--- config.mk ---
export PLATFORM = sky130hd
export DESIGN_NAME = gcm_text_combiner
export DESIGN_NICKNAME = d
export VERILOG_FILES = /design/src/rtl/gcm_text_combiner.sv
export SDC_FILE = /design/constraint.sdc
export NUM_CORES = 2
export LEC_CHECK = 0
export ABC_AREA = 0
export BUFFER_PORTS_ARGS = -buffer_cell sky130_fd_sc_hd__buf_2
export CAP_MARGIN = 30
export CORE_ASPECT_RATIO = 1.25
export CORE_MARGIN = 1.5
export CORE_UTILIZATION = 61
export DETAILED_ROUTE_END_ITERATION = 7
export PLACE_DENSITY = 0.79
export SLEW_MARGIN = 15
export SYNTH_ARGS = -nofsm -noshare
export SYNTH_HDL_FRONTEND = slang
export SYNTH_MEMORY_MAX_BITS = 65536
export SYNTH_SLANG_ARGS = --single-unit
export TNS_END_PERCENT = 100
--- constraint.sdc ---
create_clock -name clk -period 16.6 [get_ports clk]
set_clock_uncertainty 0.2 [all_clocks]
set_input_delay 0.83 -clock clk [delete_from_list [all_inputs] [get_ports clk]]
set_output_delay 0.83 -clock clk [all_outputs]
set_load 0.05 [all_outputs]
--- src/rtl/gcm_text_combiner.sv ---
// ---------------------------------------------------------------------------
// gcm_text_combiner
//
// Receiving end of the AES-GCM plaintext delay path.  Plaintext blocks are
// parked in an elastic FIFO while their keystream travels through the AES-CTR
// pipeline.  Each keystream block pops the oldest plaintext block.  The
// ciphertext (text XOR keystream) is registered one cycle later and goes to
// the GHASH stage.
//
// Ports
//   clk           clock, all logic on the rising edge
//   rst           synchronous active-high reset
//   i_text_valid  plaintext block offered
//   i_text        plaintext block ([0] is the block MSB)
//   i_text_last   final block of the message, stored with the block
//   o_text_ready  FIFO can accept a block this cycle (not full)
//   i_ks_valid    keystream block present (no backpressure)
//   i_keystream   AES-CTR keystream block
//   o_out_valid   single-cycle pulse per ciphertext block
//   o_out_text    ciphertext block
//   o_out_last    last flag of the popped block
//   o_count       current FIFO occupancy
//   o_underflow   sticky: keystream arrived while the FIFO was empty
// ---------------------------------------------------------------------------
module gcm_text_combiner #(
    parameter int WIDTH = 128,
    parameter int DEPTH = 32,
    parameter int CW    = $clog2(DEPTH + 1)
) (
    input  logic             clk,
    input  logic             rst,
    input  logic             i_text_valid,
    input  logic [0:WIDTH-1] i_text,
    input  logic             i_text_last,
    output logic             o_text_ready,
    input  logic             i_ks_valid,
    input  logic [0:WIDTH-1] i_keystream,
    output logic             o_out_valid,
    output logic [0:WIDTH-1] o_out_text,
    output logic             o_out_last,
    output logic [CW-1:0]    o_count,
    output logic             o_underflow
);

    localparam int AW = $clog2(DEPTH);
    localparam logic [CW-1:0] FULL_C  = CW'(DEPTH);
    localparam logic [CW-1:0] EMPTY_C = {CW{1'b0}};
    localparam logic [CW-1:0] ONE_C   = {{(CW-1){1'b0}}, 1'b1};
    localparam logic [AW-1:0] PTR_ONE_C = {{(AW-1){1'b0}}, 1'b1};

    // Entry layout: bit 0 holds the last flag, bits 1..WIDTH hold the text.
    logic [0:WIDTH]   mem_r [0:DEPTH-1];
    logic [AW-1:0]    wr_ptr_r;
    logic [AW-1:0]    rd_ptr_r;
    logic [CW-1:0]    count_r;
    logic [CW-1:0]    count_next_s;
    logic             wr_en_s;
    logic             rd_en_s;
    logic             out_valid_r;
    logic [0:WIDTH-1] out_text_r;
    logic             out_last_r;
    logic             underflow_r;

    // Ready depends only on registered occupancy, so a same-cycle pop never
    // makes a full FIFO accept a block.
    assign wr_en_s = i_text_valid && (count_r != FULL_C);
    // Reads see only the registered occupancy: no write-to-read bypass.
    assign rd_en_s = i_ks_valid && (count_r != EMPTY_C);

    // Next occupancy from the accepted write and the performed pop.
    always_comb begin
        count_next_s = count_r;
        case ({wr_en_s, rd_en_s})
            2'b10:   count_next_s = count_r + ONE_C;
            2'b01:   count_next_s = count_r - ONE_C;
            default: count_next_s = count_r;
        endcase
    end

    // FIFO storage write; contents are deliberately not cleared by reset.
    always_ff @(posedge clk) begin
        if (!rst && wr_en_s) begin
            mem_r[wr_ptr_r] <= {i_text_last, i_text};
        end
    end

    // Pointers, occupancy, ciphertext output stage and sticky underflow.
    always_ff @(posedge clk) begin
        if (rst) begin
            wr_ptr_r    <= {AW{1'b0}};
            rd_ptr_r    <= {AW{1'b0}};
            count_r     <= EMPTY_C;
            out_valid_r <= 1'b0;
            out_text_r  <= {WIDTH{1'b0}};
            out_last_r  <= 1'b0;
            underflow_r <= 1'b0;
        end else begin
            count_r     <= count_next_s;
            out_valid_r <= rd_en_s;
            if (wr_en_s) begin
                wr_ptr_r <= wr_ptr_r + PTR_ONE_C;
            end
            if (rd_en_s) begin
                rd_ptr_r   <= rd_ptr_r + PTR_ONE_C;
                out_text_r <= mem_r[rd_ptr_r][1:WIDTH] ^ i_keystream;
                out_last_r <= mem_r[rd_ptr_r][0];
            end
            if (i_ks_valid && (count_r == EMPTY_C)) begin
                underflow_r <= 1'b1;
            end
        end
    end

    assign o_text_ready = (count_r != FULL_C);
    assign o_out_valid  = out_valid_r;
    assign o_out_text   = out_text_r;
    assign o_out_last   = out_last_r;
    assign o_count      = count_r;
    assign o_underflow  = underflow_r;

endmodule
Word level (Yosys, flattened, before mapping). Memory sizes are Yosys's and may differ from the RTL's. A register that Yosys moved wholly into a read port is not among the register bits. Cells that the tools add are included. W data, S select, Z words.

$add $sub $neg: 4. Equal/unequal tests: 3. Multiplexer cells: 5. Bitwise gates (word level): 1. Reductions and logical operators: 8.

Operators by type and width (count): $xor A128 B128 Y128 (1); $pmux W6 S2 (1); $add A5 B1 Y5 const B (2); $mux W5 (2); $add A6 B1 Y6 const B (1); $logic_not A6 Y1 (1); $ne A6 B6 Y1 const B (1); $reduce_bool A6 Y1 (1); $sub A6 B1 Y6 const B (1); $logic_and A1 B1 Y1 (4); $eq A2 B1 Y1 const B (1); $eq A2 B2 Y1 const B (1); $mux W1 (2); $reduce_bool A2 Y1 (1); $logic_not A1 Y1 (1).

Flip-flop bits (word level): 147. RAM bits: 4128. Bits of input ports: 261. Logic and storage cells: 29. Memories: 1.

Memory list: mem_r (words 32, width 129, read ports 1, clocked after memory_dff 1, write ports 1, line 52) `logic [0:WIDTH] mem_r [0:DEPTH-1];`.

Logic depth before layout (Yosys ltp).
Depth in word-level cells: 5. Depth in mapped cells: 15.

Least setup slack after synthesis. Ideal clock, no wire load.

Path type: reg-to-reg. Start point: reg count_r[0], in the netlist o_count[0]. End point: mem mem_r[14][0] (netlist name) (enable). Library setup time: 0.619 ns. Arrival: 7.509 ns. Data required time: 15.781 ns. Slack: 8.272 ns. Cell stages (with the launch flop): 9. Buffers on the path: 1. Path through: dfxtp_1 > or4_1 > or3_1 > and2_1 > clkbuf_1 > inv_1 > nor2_1 > nand2_1 > nor2_1.

Word-level cells in the longest chain between the ends: 5.

RTL lines: start: declaration (line 55) `logic [CW-1:0] count_r;`; start signal: assignment (line 98) `count_r <= count_next_s;`; $ne A6 B6 Y1; via o_text_ready (line 35) `output logic o_text_ready,`; $logic_and A1 B1 Y1 (line 66) `assign wr_en_s = i_text_valid && (count_r != FULL_C);`; $logic_and A1 B1 Y1 (line 82) `if (!rst && wr_en_s) begin`; $mux W1 (line 82); $mux W1 (implied by the code) (line 83) `mem_r[wr_ptr_r] <= {i_text_last, i_text};`; end: declaration (line 52).

The timed path passes the listed nets, and every way through them passes these cells.

==> flow_summary.yaml <==
run_status:
  status: "finished clean"
setup_path:
  worstSetupEndpointType: "flop"
  cp-start-kind: "flop"
  crit_cells: 9
  max_stage_delay_ns: 0.92
  path_cells: "buf_12, buf_4, or2_4, buf_4, o221ai_1, a31oi_1, a211oi_2, xnor2_1, a211oi_1"
  reg2reg_slack_ns: 10.79
  crit_required_ns: 17.21
  cp_max_fo: 134
  crit_path_top_delay_cell: "buf_4"
  crit_buf_inv: 3
  worstRegToRegCells: 9
  crit_family: "buffers and inverters"
  critPathArrivalTime_ns: 6.42
  crit_type: "reg2reg"
  r2r-end: "o_out_text[117]"
  cpMostUsedCell: "buf_4"
global_routing:
  antenna_found_initial: 66
  grt_max_degree: 146
  grt_pass1_wl_um: 628200
  grt_usage_pct: 32.56
  grt_overflow: 0
  grt_pass1_vias: 87530
finish:
  fillers: 15510
  area_growth_pct: 12.35
  drive_gt1_share_pct: 24.44
  final_nets: 8704
logic_synthesis:
  synth_area_mm2: 0.1645
  synth_top_area_cell: "edfxtp_1"
  synth_cell_type_count: 60
  async_reset_ff_share_pct: 0
  ys_top_cells_by_area: "edfxtp_1 75%, mux4_2 11%, mux2i_1 3.4%"
  syn_inst: 7844
  synth_top_cell_area_share_pct: 75.34
  synth_area_per_cell_um2: 20.97
  synth_nets: 8116
  yosysMostFrequentCell: "edfxtp_1"
  ys_seq_area_share_pct: 77.19
  synth-edff-count: 4128
  ys_warn_count: 0
  synth_ff_type: "edfxtp_1"
  synth_common_cells: "4128 x edfxtp_1, 827 x mux4_2, 551 x mux2i_1"
  synth-seq-cells: 4280
clock_tree:
  root_buffer: "clkbuf_16"
  cts.htree.levels: 5
  clk_pin_slew_ns: 0.07
  cts_num_sinks: 4280
  cts_buffers: 391
  cts_tree: "yes"
  clock_path_buffers: 4
  clk_latency_ns: 0.94
floorplan:
  die_h_um: 583.6
  dieArea_mm2: 0.2729
  core_area_mm2: 0.2689
  rows: 213
  initial_core_util_pct: 61.18
  die_w_um: 467.5
  ioPinCount: 399
place:
  gp_congestion: 0.7910
  pre_cts_ws_ns: 10.45
  io_buffers: 398
  hpwl_um: 218000
sta:
  slew_headroom_pct: 17.87
  tightest_slew_ns: 1.232
  setup-tns-final_ns: 0
  hold_viol: 0
  max_freq_mhz: 172.1
  fin_ws_ns: 10.79
  rsz0062_at_grt: "false"
  report.final.slew_viol_count: 0
  period_minus_slack_ns: 5.812
  finalSetupViolations: 0
  fin_crit_sh_pct: 35.01
pwr:
  ir_worst_vdd_mv: 0.1410
  p_leak_nw: 57.47
  power_density_mw_per_mm2: 143.6
  total_power_w: 0.02654
detailed_routing:
  antenna_left: 0
  drc: 0
  wirelength_um: 445400
  drtIter0Drc: 12960
  num_vias: 86520
  dr.pass1.iters: 8
  detail_route.vias_per_cell: 7.014
  routedWlPerCell_um: 36.11
flow_run:
  drv_cap: 0
worst_hold_path:
  min_from: "i_keystream[115]"
  hold_depth: 3
  min_to: "o_out_text[115]"
  hold_path_class: "in2reg"
registers in the layout, summed over array words and instances, names as in the netlist, named ones only:
signal and flops:
wr_ptr_r 5, o_out_text 128, rd_ptr_r 5, mem_r 4128
o_out_last 1, o_underflow 1, o_out_valid 1, o_count 6
what timing repair did:
item                                   in CTS  in global routing
gates resized for setup                     0                  0
setup buffers                               0                  0
endpoints found under the hold margin      64                  0
hold buffers                               64                  0
tightest hold or removal path, cell delays in order:
cell     delay [ns]
buf_2          0.08
xor2_1         0.05
o21ai_1        0.12
metrics by stage:
| stage | utilization [%] | area, um2 | hold WS (ns) | instances |
|---|---|---|---|---|
| after floorplan | - | 164500 | 0.2678 | 7844 |
| after global routing | 68.73 | 184800 | 0.02922 | 12330 |
| final | 68.74 | 184800 | 0.03675 | 12340 |
| after CTS | 68.56 | 184400 | 0.004905 | 12290 |
| after detailed placement | 63.43 | 170600 | 0.2365 | 11510 |
| after global placement | 63.29 | 170200 | 0.2314 | 11490 |
kinds of logic (layout without fill, tap and decap cells):
logic type / Yosys count / count (layout) / synth area share [%]
and+or+nand+nor: 677 / 677 / 1.887
xor gates and xnor gates: 110 / 110 / 0.5856
other: 0 / 32 / 0
adders and majority gates: 11 / 11 / 0.08822
DFF: 4280 / 4280 / 77.19
AOI/OAI and AO/OA: 858 / 858 / 3.596
buffers and inverters: 475 / 1387 / 1.600
muxes: 1433 / 1433 / 15.05
layout by cell type, fill, tap and decap left out, types with 56 or more instances in the layout:
| master | n |
|---|---|
| edfxtp_1 | 4128 |
| mux4_2 | 827 |
| mux2i_1 | 551 |
| clkbuf_16 | 402 |
| buf_2 | 398 |
| nand2_1 | 207 |
| o22ai_1 | 199 |
| nor2_1 | 184 |
| dfxtp_1 | 147 |
| buf_4 | 138 |
| and2_1 | 133 |
| o21ai_0 | 109 |
| o221ai_1 | 107 |
| a31oi_1 | 97 |
| clkinv_2 | 81 |
| o21ai_1 | 74 |
| clkbuf_1 | 64 |
| dlygate4sd3_1 | 64 |
| a21oi_1 | 62 |
| xor2_1 | 58 |
| nand3_1 | 56 |
| a221o_1 | 56 |
metal layers:
layer / track usage [%] / vias up / part of all wire [%]
met4: 15.62 / 38 / 5.2
met3: 6.645 / 1288 / 12
li1: - / 33850 / -
met2: 53.09 / 6676 / 49
met1: 42.37 / 44670 / 33
met5: 0 / - / 0.053
cell type report:
| type | count | area (um2) | area share, % |
|---|---|---|---|
| Sequential cell | 4280 | 127000 | 68.72 |
| Multi-Input combinational cell | 3089 | 35180 | 19.03 |
| Clock buffer | 502 | 10800 | 5.840 |
| Timing Repair Buffer | 655 | 4893 | 2.647 |
| Tap cell | 3547 | 4438 | 2.401 |
| Clock inverter | 215 | 2360 | 1.277 |
| Antenna cell | 32 | 80.08 | 0.04332 |
| Inverter | 15 | 78.83 | 0.04264 |
worst max path at each step:
| stage | end | slack, ns |
|---|---|---|
| after floorplan | mem_r[14][0] | 8.27 |
| after global placement | o_out_text[67] | 10.47 |
| after detailed placement | o_out_text[56] | 10.45 |
| after CTS | o_out_text[56] | 10.43 |
| after global routing | o_out_text[56] | 10.49 |
| final | o_out_text[117] | 10.79 |
report_power, final:
part | total, W | switching (W) | internal [W]
sequential | 0.0122 | 0.000166 | 0.0121
combinational | 0.00505 | 0.00296 | 0.00209
clock | 0.00927 | 0.00396 | 0.00532
total | 0.0265 | 0.00708 | 0.0195
(Power assumes the default switching activity.)
